## src/rtl/fpu_megafunction_arbiter.sv

```systemverilog
// Round-robin share of one fixed-latency FP megafunction between two requesters, with tag routing
// and credit-protected response FIFOs. Define FPU_ARB_STATS_EN to add issue/conflict/stall counters.
module fpu_megafunction_arbiter #(
   parameter int W          = 64,
   parameter int OPW        = 2,
   parameter int LATENCY    = 7,
   parameter int FIFO_DEPTH = 4
) (
   input  logic           clk,
   input  logic           rst,
   input  logic           req0_valid,
   output logic           req0_ready,
   input  logic [W-1:0]   req0_opa,
   input  logic [W-1:0]   req0_opb,
   input  logic [OPW-1:0] req0_op,
   input  logic           req1_valid,
   output logic           req1_ready,
   input  logic [W-1:0]   req1_opa,
   input  logic [W-1:0]   req1_opb,
   input  logic [OPW-1:0] req1_op,
   output logic [W-1:0]   mf_dataa,
   output logic [W-1:0]   mf_datab,
   output logic [OPW-1:0] mf_op,
   output logic           mf_in_valid,
   input  logic [W-1:0]   mf_result,
   output logic           resp0_valid,
   input  logic           resp0_ready,
   output logic [W-1:0]   resp0_data,
   output logic           resp1_valid,
   input  logic           resp1_ready,
   output logic [W-1:0]   resp1_data
`ifdef FPU_ARB_STATS_EN
   ,
   output logic [31:0]    stat_issue0,
   output logic [31:0]    stat_issue1,
   output logic [31:0]    stat_conflict,
   output logic [31:0]    stat_stall
`endif
);
   localparam int CW = $clog2(FIFO_DEPTH + 1);
   localparam int PW = $clog2(FIFO_DEPTH);

   logic [1:0]          vld, elig, grant, wr, pop, rdy;
   logic [1:0][W-1:0]   opa, opb;
   logic [1:0][OPW-1:0] op;
   logic [1:0][CW-1:0]  credit, cnt;
   logic [1:0][PW-1:0]  rp, wp;
   logic [W-1:0]        mem [2][FIFO_DEPTH];
   logic                last_grant, sel, issue;
   logic [LATENCY-1:0]  tag_vld, tag_id;

   function automatic logic [PW-1:0] nxt(input logic [PW-1:0] p);
      return (p == PW'(FIFO_DEPTH - 1)) ? '0 : p + PW'(1);
   endfunction

   assign vld = {req1_valid, req0_valid};
   assign opa = {req1_opa, req0_opa};
   assign opb = {req1_opb, req0_opb};
   assign op  = {req1_op, req0_op};
   assign rdy = {resp1_ready, resp0_ready};

   // Ready depends only on request side and registered state; never on resp*_ready.
   always_comb begin
      elig  = 2'b00;
      grant = 2'b00;
      for (int i = 0; i < 2; i++) elig[i] = vld[i] && (credit[i] != '0);
      if (!rst) begin
         if (elig == 2'b11) grant = last_grant ? 2'b01 : 2'b10;
         else               grant = elig;
      end
   end

   assign issue       = |grant;
   assign sel         = grant[1];
   assign req0_ready  = grant[0];
   assign req1_ready  = grant[1];
   assign mf_in_valid = issue;
   assign mf_dataa    = rst ? '0 : opa[sel];
   assign mf_datab    = rst ? '0 : opb[sel];
   assign mf_op       = rst ? '0 : op[sel];

   always_ff @(posedge clk or posedge rst) begin
      if (rst) begin
         tag_vld    <= '0;
         tag_id     <= '0;
         last_grant <= 1'b1;
      end else begin
         for (int k = LATENCY - 1; k > 0; k--) begin
            tag_vld[k] <= tag_vld[k-1];
            tag_id[k]  <= tag_id[k-1];
         end
         tag_vld[0] <= issue;
         tag_id[0]  <= sel;
         if (issue) last_grant <= sel;
      end
   end

   always_comb begin
      wr  = 2'b00;
      pop = 2'b00;
      for (int i = 0; i < 2; i++) begin
         wr[i]  = tag_vld[LATENCY-1] && (tag_id[LATENCY-1] == 1'(i));
         pop[i] = (cnt[i] != '0) && rdy[i];
      end
   end

   // Credit counts in-flight plus buffered results, so a tail write always finds room.
   always_ff @(posedge clk or posedge rst) begin
      if (rst) begin
         for (int i = 0; i < 2; i++) begin
            credit[i] <= CW'(FIFO_DEPTH);
            cnt[i]    <= '0;
            rp[i]     <= '0;
            wp[i]     <= '0;
            for (int k = 0; k < FIFO_DEPTH; k++) mem[i][k] <= '0;
         end
      end else begin
         for (int i = 0; i < 2; i++) begin
            if (grant[i] && !pop[i])      credit[i] <= credit[i] - CW'(1);
            else if (pop[i] && !grant[i]) credit[i] <= credit[i] + CW'(1);
            if (wr[i]) begin
               mem[i][wp[i]] <= mf_result;
               wp[i]         <= nxt(wp[i]);
            end
            if (pop[i]) rp[i] <= nxt(rp[i]);
            if (wr[i] && !pop[i])      cnt[i] <= cnt[i] + CW'(1);
            else if (pop[i] && !wr[i]) cnt[i] <= cnt[i] - CW'(1);
         end
      end
   end

   assign resp0_valid = cnt[0] != '0;
   assign resp1_valid = cnt[1] != '0;
   assign resp0_data  = mem[0][rp[0]];
   assign resp1_data  = mem[1][rp[1]];

`ifdef FPU_ARB_STATS_EN
   logic conflict, stall;
   assign conflict = (vld == 2'b11) && (grant == 2'b01 || grant == 2'b10);
   assign stall    = (vld[0] && credit[0] == '0) || (vld[1] && credit[1] == '0);

   function automatic logic [31:0] sat_inc(input logic [31:0] v, input logic en);
      return (en && v != 32'hFFFF_FFFF) ? v + 32'd1 : v;
   endfunction

   always_ff @(posedge clk or posedge rst) begin
      if (rst) begin
         stat_issue0   <= '0;
         stat_issue1   <= '0;
         stat_conflict <= '0;
         stat_stall    <= '0;
      end else begin
         stat_issue0   <= sat_inc(stat_issue0, grant[0]);
         stat_issue1   <= sat_inc(stat_issue1, grant[1]);
         stat_conflict <= sat_inc(stat_conflict, conflict);
         stat_stall    <= sat_inc(stat_stall, stall);
      end
   end
`endif
endmodule

```

## config.mk

```make
export PLATFORM = sky130hd
export DESIGN_NAME = fpu_megafunction_arbiter
export DESIGN_NICKNAME = d
export VERILOG_FILES = /design/src/rtl/fpu_megafunction_arbiter.sv
export SDC_FILE = /design/constraint.sdc
export NUM_CORES = 1
export LEC_CHECK = 0
export BUFFER_PORTS_ARGS = -buffer_cell sky130_fd_sc_hd__buf_2
export CORE_MARGIN = 8
export CORE_UTILIZATION = 39
export CTS_CLUSTER_SIZE = 16
export DETAILED_ROUTE_END_ITERATION = 10
export RECOVER_POWER = 25
export SYNTH_ARGS = -nofsm -noshare
export SYNTH_HDL_FRONTEND = slang
export SYNTH_SLANG_ARGS = --single-unit
```

## constraint.sdc

```tcl
create_clock -name clk -period 25.5 [get_ports clk]
set_input_delay 7.65 -clock clk [delete_from_list [all_inputs] [get_ports clk]]
set_output_delay 7.65 -clock clk [all_outputs]
set_load 0.05 [all_outputs]
```

After elaboration in Yosys (flattened, before gate mapping)
Cells that the tools add are included.
{"block": "classes", "addsub": 12, "multipliers": 0, "div": 0, "order_cmp": 7, "eq_ne": 5, "n_shift": 0, "muxes": 36, "bitwise": 5, "reduce_logical": 31}
{"cell": "$mux 64", "n": 12}
{"cell": "$bwmux 256", "n": 2}
{"cell": "$bmux 64 s2", "n": 2}
{"cell": "$demux 64 s2", "n": 2}
{"cell": "$mux 3", "n": 8}
{"cell": "$mux 2", "n": 10}
{"cell": "$logic_and 1x1->1", "n": 16}
{"cell": "$add 3x1->3 const B", "n": 4}
{"cell": "$ge 3x3->1 const B", "n": 4}
{"cell": "$not 2->3", "n": 4}
{"cell": "$reduce_bool 3->1", "n": 4}
{"cell": "$sub 3x1->3 const B", "n": 4}
{"cell": "$eq 2x2->1 const B", "n": 5}
{"cell": "$add 2x1->2 const B", "n": 4}
{"cell": "$reduce_bool 2->1", "n": 4}
{"cell": "$logic_not 1->1", "n": 6}
{"cell": "$lt 3x1->1 const B", "n": 2}
{"cell": "$lt 1x2->1 const B", "n": 1}
{"cell": "$reduce_or 2->1", "n": 1}
{"cell": "$not 1->1", "n": 1}
{"block": "word_totals", "ff_bits": 547, "latchBits": 0, "ram_bits": 0, "mem_bits_ro": 0, "input_bits": 330, "output_inout_bits": 263, "word_cells": 115, "n_memories": 0}

Longest topological paths before layout
Gate-level depths: netlist (run 1).
{"block": "depth", "word_depth": 9, "ltp_mapped": 10, "ltp_nobuf": 9}

Worst setup path before layout (run 1)
OpenSTA, ideal clock, no wires.
{"block": "synth_timing", "path_type": "in2out", "start": "input port rst", "end": "output port req0_ready", "t_arrival_ns": 9.167, "t_required_ns": 17.850, "path_slack_ns": 8.683, "path_stages": 3, "path_buffers": 2, "cell_sequence": "buf_2 > buf_1 > nor3_1"}
{"block": "synth_via", "elab_chain_cells": 1}
{"item": "start: declaration", "line_no": "10", "text": "input logic rst,"}
{"item": "$mux 2", "line_no": "67", "text": "if (!rst) begin"}
{"item": "end: declaration", "line_no": "12", "text": "output logic req0_ready,"}
No other way between the ends.

Worst setup path in the final report (run 1)
{"block": "layout_timing", "start": "input port rst", "end": "output port mf_dataa[3]"}
{"block": "layout_via", "elab_chain_cells": 4}
{"item": "$mux 2", "line_no": "67"}
{"item": "$mux 64 (implied by the code) (2 in a row)", "line_no": "78", "text": "assign mf_dataa = rst ? '0 : opa[sel];"}
{"item": "$mux 64 *", "line_no": "78"}
{"item": "end: declaration", "line_no": "21", "text": "output logic [W-1:0] mf_dataa,"}
Every way passes the cells marked *; elsewhere a longest branch is shown, timed or not. The select of a mux whose other input is x is not followed.

==> impl_metrics.py, run 1 <==
metrics = {
    "synthesis": {
        "ys_ff_latch": 547,
        "yosysUniqueCellTypes": 28,
        "synthMuxAreaShare": 0.395,
        "synthAdderAreaFrac": 0.00987,
        "synth_top_family_by_area": "multiplexers",
        "synth_edf_count": 0,
        "synthSimpleGateAreaFrac": 0.0362,
        "synth_xor_area_frac": 0.00406,
        "ys_seq_area_frac": 0.529,
        "synthFlopType": "dfrtp_1",
        "synth_compound_area_frac": 0.00242,
        "synth_nets": 1991,
        "synth.avg_cell_area_um2": 15.7,
        "synth_warnings": 0,
        "syn_area_um2": 25900,
        "synth_cells": 1643,
        "async_flop_share": 1.00,
    },
    "clock_tree": {
        "post_cts_buffers": 0,
        "clk_latency_ns": 0.60,
        "postCtsHoldBufs": 0,
        "cts.repair.resized": 0,
        "ctsHtreeMaxLevel": 2,
        "cts_buffers": 57,
        "path_clk_slew_ns": 0.06,
        "cts_tree": "built",
        "cts-root-buf": "clkbuf_16",
        "cts_sinks": 547,
        "clockBufferDepth": 3,
    },
    "placed_design": {
        "post-place-ws_ns": 7.80,
        "placed_area_um2": 29600,
        "dp_hpwl_mm": 67.0,
        "portBuffers": 592,
        "place.gp.congestion": 0.929,
        "dp.cells": 3012,
    },
    "critical_path": {
        "worstSetupEndpoint": "mf_dataa[3]",
        "start_kind": "input pin",
        "required_ns": 17.85,
        "worst-path-max-fanout": 75,
        "critPathLaunch": "rst",
        "worst_ep_arrival_time_ns": 10.09,
        "end_kind": "primary output",
        "reg2reg_slack_ns": 22.67,
        "r2r-start": "tag_id[6]",
        "timing.rr.end": "mem[488]",
        "reg2regPathDepth": 4,
        "setup.worst_path.class": "input pin to primary output",
    },
    "sta": {
        "finClkSkew_ns": 0.0250,
        "tightest_slew_ns": 1.09,
        "rsz0062_at_grt": "no",
        "hold_ws_ns": 0.347,
        "max_freq_ghz": 0.0564,
        "finalHoldViolCount": 0,
        "setup_viol": 0,
        "min_period_ns": 17.74,
        "worst_slack_ns": 7.76,
        "drv_slew": 0,
        "finalCritPeriodShare": 0.696,
        "slew_headroom": 0.272,
        "fin_setup_tns_ns": 0,
    },
    "layout": {
        "postLayoutCoreUtil": 0.479,
        "layout_common_cells": "mux2_2 (560), dfrtp_1 (540), buf_2 (537)",
        "nets": 2555,
        "fin_area_um2": 31500,
        "area_growth_pct": 21.6,
        "fillerInstances": 5834,
        "drive_gt1_frac": 0.599,
        "mostFrequentLayoutCell": "mux2_2",
        "instances_no_fill": 3130,
    },
    "global_route": {
        "globalRouteOverflowTotal": 0,
        "antenna_found_initial": 77,
        "gr-usage-all-layers": 0.238,
        "grt_max_degree": 185,
        "grt_pass1_wl_mm": 130,
        "grt_pass1_vias": 17900,
    },
    "power": {
        "power_density_nw_per_um2": 150,
        "vdd_drop_max_v": 0.0000686,
        "finalPower_mw": 4.71,
        "p_leak_nw": 14.0,
    },
    "floorplan": {
        "rows": 94,
        "coreArea_um2": 65700,
        "io_pins": 593,
        "die_h_um": 274,
        "die-area_um2": 74800,
        "start_util": 0.393,
        "die_w_um": 274,
    },
    "routing": {
        "dr_total_vias": 16700,
        "drt-pass1-iter-count": 4,
        "routed_via_density": 5.32,
        "finalWirelength_mm": 91.1,
        "ant_nets": 0,
        "wl_per_cell_um": 29.1,
        "drc_errors": 0,
        "drt_iter0_drc": 1021,
    },
    "flow_run": {
        "maxCapViolCount": 0,
    },
    "min_path": {
        "hold_class": "flip-flop to flip-flop",
        "whs_path_depth": 0,
    },
    "outcome": {
        "status": "completed",
    },
}
kinds of logic after synthesis:
kind of cell	count (synthesis)
adder cells (fa/ha/maj)	18
XOR/XNOR	12
AO/OA/AOI/OAI	9
buffers and inverters	120
multiplexers	779
flip-flops	547
AND/OR/NAND/NOR	158
routing by layer:
layer	track usage	vias up	wire (um)
li1	-	7155	-
met4	0.0750	6	4140
met2	0.452	555	49200
met5	0	-	35
met3	0.0484	212	4540
met1	0.263	8737	33200
worst min path at each step:
stage,from,to,slack (ns)
after floorplan,tag_id[0],tag_id[1],0.33
after global placement,tag_id[1],tag_id[2],0.33
after detailed placement,tag_id[5],tag_id[6],0.33
after CTS,tag_vld[5],tag_vld[6],0.35
after global routing,tag_id[2],tag_id[3],0.35
final,tag_vld[4],tag_vld[5],0.35
final cells by class:
| cell class | instances | area (um^2) | area share |
|---|---|---|---|
| Multi-Input combinational cell | 976 | 11600 | 0.370 |
| Clock buffer | 85 | 1660 | 0.0528 |
| Clock inverter | 14 | 215 | 0.00684 |
| Tap cell | 864 | 1080 | 0.0344 |
| Timing Repair Buffer | 612 | 3060 | 0.0973 |
| Sequential cell | 547 | 13700 | 0.436 |
| Inverter | 13 | 56.3 | 0.00179 |
| Antenna cell | 19 | 47.5 | 0.00151 |
where the power goes:
group          switching, mW  internal (mW)  leakage, nW
clock                  0.338          0.498        0.920
combinational           1.41          0.892         6.69
sequential             0.264           1.31         6.39
total                   2.01           2.70         14.0
cell usage after synthesis, types with 3 or more instances:
master	n	area, um^2
mux2_2	560	6310
dfrtp_1	544	13600
nor2b_1	131	820
mux4_2	128	2880
mux2_1	89	1000
buf_2	69	345
clkbuf_1	22	82.6
ha_1	14	175
inv_1	13	48.8
nand2_1	13	48.8
buf_6	9	101
nor2_1	9	33.8
xor2_1	8	70.1
buf_1	6	22.5
fa_1	4	80.1
o21ai_0	4	20.0
xnor2_1	4	35.0
dfstp_2	3	78.8
sequential cells by signal, summed over array words and instances (netlist names):
| register | cells |
|---|---|
| tag_id | 7 |
| wp | 4 |
| cnt | 6 |
| credit | 6 |
| last_grant | 1 |
| tag_vld | 7 |
| mem | 512 |
| rp | 4 |
worst max-delay path, stage by stage:
cell	delay [ns]
buf_4	0.26
nor3_4	0.24
buf_4	0.36
buf_4	0.82
mux2_2	0.42
buf_2	0.21
No activity file was read; power rests on OpenSTA's default activity.
==> run 2, diff against run 1 <==
Clock period 25.5 ns to 16.7 ns, I/O delays scaled along.
==> impl_metrics.py, run 2 (synthesized netlist as in run 1, its figures left out) <==
metrics = {
    "floorplan": {
        "die_w_um": 274,
        "start_util": 0.393,
        "io_pins": 593,
        "rows": 94,
        "coreArea_um2": 65700,
        "die_h_um": 274,
        "die-area_um2": 74800,
    },
    "routing": {
        "finalWirelength_mm": 86.9,
        "drt-pass1-iter-count": 4,
        "drt_iter0_drc": 895,
        "ant_nets": 0,
        "routed_via_density": 5.27,
        "dr_total_vias": 16500,
        "wl_per_cell_um": 27.8,
        "drc_errors": 0,
    },
    "global_route": {
        "antenna_found_initial": 64,
        "grt_max_degree": 184,
        "globalRouteOverflowTotal": 0,
        "grt_pass1_vias": 17800,
        "gr-usage-all-layers": 0.227,
        "grt_pass1_wl_mm": 125,
    },
    "sta": {
        "fin_setup_tns_ns": 0,
        "finClkSkew_ns": 0.0266,
        "worst_slack_ns": 3.87,
        "max_freq_ghz": 0.0779,
        "min_period_ns": 12.83,
        "slew_headroom": 0.239,
        "finalCritPeriodShare": 0.768,
        "rsz0062_at_grt": "no",
        "setup_viol": 0,
        "drv_slew": 0,
        "finalHoldViolCount": 0,
        "tightest_slew_ns": 1.14,
    },
    "layout": {
        "largest_register": "mem",
        "instances_no_fill": 3131,
        "area_growth_pct": 22.0,
        "mostFrequentLayoutCell": "mux2_2",
        "layout_common_cells": "mux2_2 (560), dfrtp_1 (540), buf_2 (532)",
        "top_regs": "mem: 512 flops, tag_id: 7 flops, tag_vld: 7 flops",
        "drive_gt1_frac": 0.600,
        "nets": 2555,
        "largest_register_ffs": 512,
        "postLayoutCoreUtil": 0.480,
    },
    "outcome": {
        "status": "completed",
    },
    "power": {
        "p_leak_nw": 14.0,
        "finalPower_mw": 7.23,
        "vdd_drop_max_v": 0.000111,
        "power_density_nw_per_um2": 229,
    },
    "clock_tree": {
        "cts_tree": "built",
        "cts-root-buf": "clkbuf_16",
        "postCtsHoldBufs": 0,
        "ctsHtreeMaxLevel": 2,
        "path_clk_slew_ns": 0.06,
        "cts_buffers": 57,
        "cts_sinks": 547,
        "cts.repair.resized": 0,
        "clk_latency_ns": 0.60,
        "clockBufferDepth": 3,
        "post_cts_buffers": 0,
    },
    "placed_design": {
        "dp_hpwl_mm": 63.9,
        "place.gp.congestion": 0.940,
        "portBuffers": 592,
        "post-place-ws_ns": 3.86,
        "dp.cells": 3012,
    },
    "critical_path": {
        "setup.worst_path.class": "input pin to primary output",
        "start_kind": "input pin",
        "r2r-start": "credit[0]",
        "worst-path-max-fanout": 76,
        "timing.rr.end": "credit[5]",
        "required_ns": 11.69,
        "reg2regPathDepth": 10,
        "reg2reg_slack_ns": 12.86,
        "end_kind": "primary output",
        "worst_ep_arrival_time_ns": 7.82,
    },
    "min_path": {
        "holdPathEnd": "tag_id[5]",
        "whs_path_depth": 0,
        "hold_class": "flip-flop to flip-flop",
        "worstHoldStart": "tag_id[4]",
    },
    "flow_run": {
        "maxCapViolCount": 0,
    },
}
==> run 2: changes by cell type in the layout (fill, tap and decap cells not counted), sizes merged <==
cell and delta:
buf -5, bufinv +2, clkbuf +3, clkinv +3, clkinvlp +2, diode -4
==> run 2: worst max path at each step <==
stage	startpoint	end	slack, ns
6_report	rst	mf_dataa[22]	3.87
5_1_grt	rst	mf_dataa[22]	3.69
4_1_cts	rst	mf_dataa[22]	3.85
3_5_place_dp	rst	mf_dataa[22]	3.86
3_3_place_gp	rst	mf_dataa[22]	3.92
2_1_floorplan	rst	cnt[0]	3.86
==> run 2: layer usage <==
layer  vias up  part of all wire  GRT usage
met3       196             0.059     0.0585
met4        10             0.036     0.0659
met1      8583              0.36      0.247
li1       7177                 -          -
met5         -           0.00081          0
met2       524              0.54      0.430
==> run 2: stage by stage <==
stage / instance area [um^2] / hold slack (ns)
detailed placement: 29600 / 0.336
global placement: 29600 / 0.336
global route: 31500 / 0.355
CTS: 31600 / 0.350
finish: 31600 / 0.348
floorplan: 25900 / 0.331
==> run 2: where the power goes <==
| group | switching (mW) | internal [mW] |
|---|---|---|
| combinational | 2.15 | 1.36 |
| clock | 0.521 | 0.810 |
| sequential | 0.384 | 2.00 |
==> run 2: worst max-delay path: stages <==
cell and delay, ns:
buf_4 0.30, nor3_4 0.24, buf_4 0.65, buf_4 0.84, mux2_2 0.43, buf_2 0.21
==> run 2: layout make-up <==
cell class                 count  area (um^2)
sequential                   547        13700
clock buffer                  83         1700
antenna                       15         37.5
inverter                      13         52.6
multi-input combinational    976        11600
fill                        5912        34200
clock inverter                21          297
timing repair buffer         612         3050
tap                          864         1080
==> run 3, diff against run 2 <==
Clock period 16.7 ns to 10.45 ns, I/O delays scaled along.
==> impl_metrics.py, run 3 (synthesized netlist as in run 1, its figures left out) <==
metrics = {
    "clock_tree": {
        "cts_sinks": 547,
        "path_clk_slew_ns": 0.06,
        "cts_buffers": 56,
        "post_cts_buffers": 0,
        "cts-root-buf": "clkbuf_16",
        "clk_latency_ns": 0.60,
        "ctsHtreeMaxLevel": 2,
        "cts_tree": "built",
        "postCtsHoldBufs": 0,
        "cts.repair.resized": 0,
        "clockBufferDepth": 3,
    },
    "critical_path": {
        "crit_top_cell": "buf_4",
        "worst-path-max-fanout": 78,
        "required_ns": 7.32,
        "start_kind": "input pin",
        "end_kind": "primary output",
        "slowest_stage": "buf_4",
        "setup.worst_path.class": "input pin to primary output",
        "cp_cell_sequence": "buf_4 > buf_4 > nor2b_1 > mux2_1 > buf_2",
        "cp_slowest_stage_delay_ns": 0.74,
        "worst_ep_arrival_time_ns": 5.23,
    },
    "sta": {
        "setup_viol": 0,
        "hold_ws_ns": 0.349,
        "finClkSkew_ns": 0.0263,
        "min_period_ns": 8.36,
        "max_freq_ghz": 0.120,
        "drv_slew": 0,
        "slew_headroom": 0.255,
        "worst_slack_ns": 2.09,
        "rsz0062_at_grt": "no",
        "tightest_slew_ns": 1.12,
        "finalHoldViolCount": 0,
        "finalCritPeriodShare": 0.800,
    },
    "power": {
        "power_density_nw_per_um2": 365,
        "vdd_drop_max_v": 0.000197,
        "p_leak_nw": 14.1,
    },
    "placed_design": {
        "place.gp.congestion": 0.960,
        "dp_hpwl_mm": 67.9,
        "dp.cells": 3012,
        "portBuffers": 592,
        "post-place-ws_ns": 2.11,
        "placed_area_um2": 29600,
    },
    "global_route": {
        "grtUsageMet1": 0.261,
        "gr-usage-met2": 0.448,
        "use_met3": 0.0526,
        "busiest_layer": "met2",
        "globalRouteOverflowTotal": 0,
        "grt_max_degree": 185,
        "grt_pass1_vias": 17800,
        "antenna_found_initial": 75,
        "grt_pass1_wl_mm": 130,
        "gr-usage-all-layers": 0.239,
    },
    "layout": {
        "mostFrequentLayoutCell": "mux2_2",
        "fin_area_um2": 31500,
        "fillerInstances": 5826,
        "multiInputGateArea_um2": 11600,
        "top_regs": "mem: 512 flops, tag_id: 7 flops, tag_vld: 7 flops",
        "drive_gt1_frac": 0.608,
        "seqCellArea_um2": 13700,
        "largest_register_ffs": 512,
        "instances_no_fill": 3131,
        "nets": 2554,
        "area_growth_pct": 21.9,
        "layout_common_cells": "mux2_2 (560), buf_2 (546), dfrtp_1 (540)",
        "largest_register": "mem",
    },
    "routing": {
        "ant_nets": 0,
        "routed_via_density": 5.32,
        "dr_total_vias": 16700,
        "wl_per_cell_um": 29.1,
        "finalWirelength_mm": 91.2,
        "drt_iter0_drc": 994,
        "drc_errors": 0,
        "drt-pass1-iter-count": 4,
    },
    "outcome": {
        "status": "completed",
    },
    "floorplan": {
        "die_w_um": 274,
        "die_h_um": 274,
        "coreArea_um2": 65700,
        "start_util": 0.393,
        "die-area_um2": 74800,
        "rows": 94,
        "io_pins": 593,
    },
    "flow_run": {
        "maxCapViolCount": 0,
    },
    "min_path": {
        "hold_class": "flip-flop to flip-flop",
    },
}
-- run 3: cell count changes in the layout (fill, tap and decap cells not counted), moves of 2 or more --
cell,before,now
clkbuf_1,70,53
bufinv_16,7,5
clkbuf_16,59,57
buf_2,532,546
clkinv_2,9,17
-- run 3: worst max-delay path: cells and delay by family --
| family | cells | cell delay (ns) |
|---|---|---|
| AND/OR/NAND/NOR | 1 | 0.23 |
| buffers and inverters | 3 | 1.42 |
| multiplexers | 1 | 0.33 |
-- run 3: path summary, 6_finish.rpt --
| kind | start | end | slack (ns) | cells after the start |
|---|---|---|---|---|
| worst min register to register | tag_id[4] | tag_id[5] | 0.35 | 0 |
| max in group asynchronous | rst | mem[134] | 5.84 | 3 |
| worst min-delay path | tag_id[4] | tag_id[5] | 0.35 | 0 |
| worst max-delay path | rst | mf_datab[4] | 2.09 | 5 |
| worst max register to register | credit[0] | credit[5] | 7.40 | 9 |
| min in group asynchronous | rst | credit[0] | 3.03 | 2 |
-- run 3: cell type report --
type,count,area share
Multi-Input combinational cell,976,0.369
Antenna cell,14,0.00111
Inverter,13,0.00167
Tap cell,864,0.0343
Timing Repair Buffer,612,0.0978
Clock buffer,79,0.0523
Clock inverter,26,0.00944
Sequential cell,547,0.435
-- run 3: stage by stage --
stage                     setup TNS [ns]   util  total power, mW
after floorplan                  -222.85      -             8.23
after global placement                 0  0.450             9.38
after detailed placement               0  0.450             9.57
after CTS                              0  0.480             11.7
after global routing                   0  0.480             12.1
final                                  0  0.480             11.5
-- run 3: layer usage --
metal  vias up  routed length, um
met3       240               4970
met5         -                 25
met2       601              49500
met1      8657              32200
met4         4               4520
li1       7161                  -
-- run 3: report_power, final --
part | switching, mW | internal [mW] | leakage (nW)
Sequential | 0.630 | 3.19 | 6.39
Clock | 0.849 | 1.23 | 0.973
Combinational | 3.44 | 2.18 | 6.72
Total | 4.91 | 6.60 | 14.1
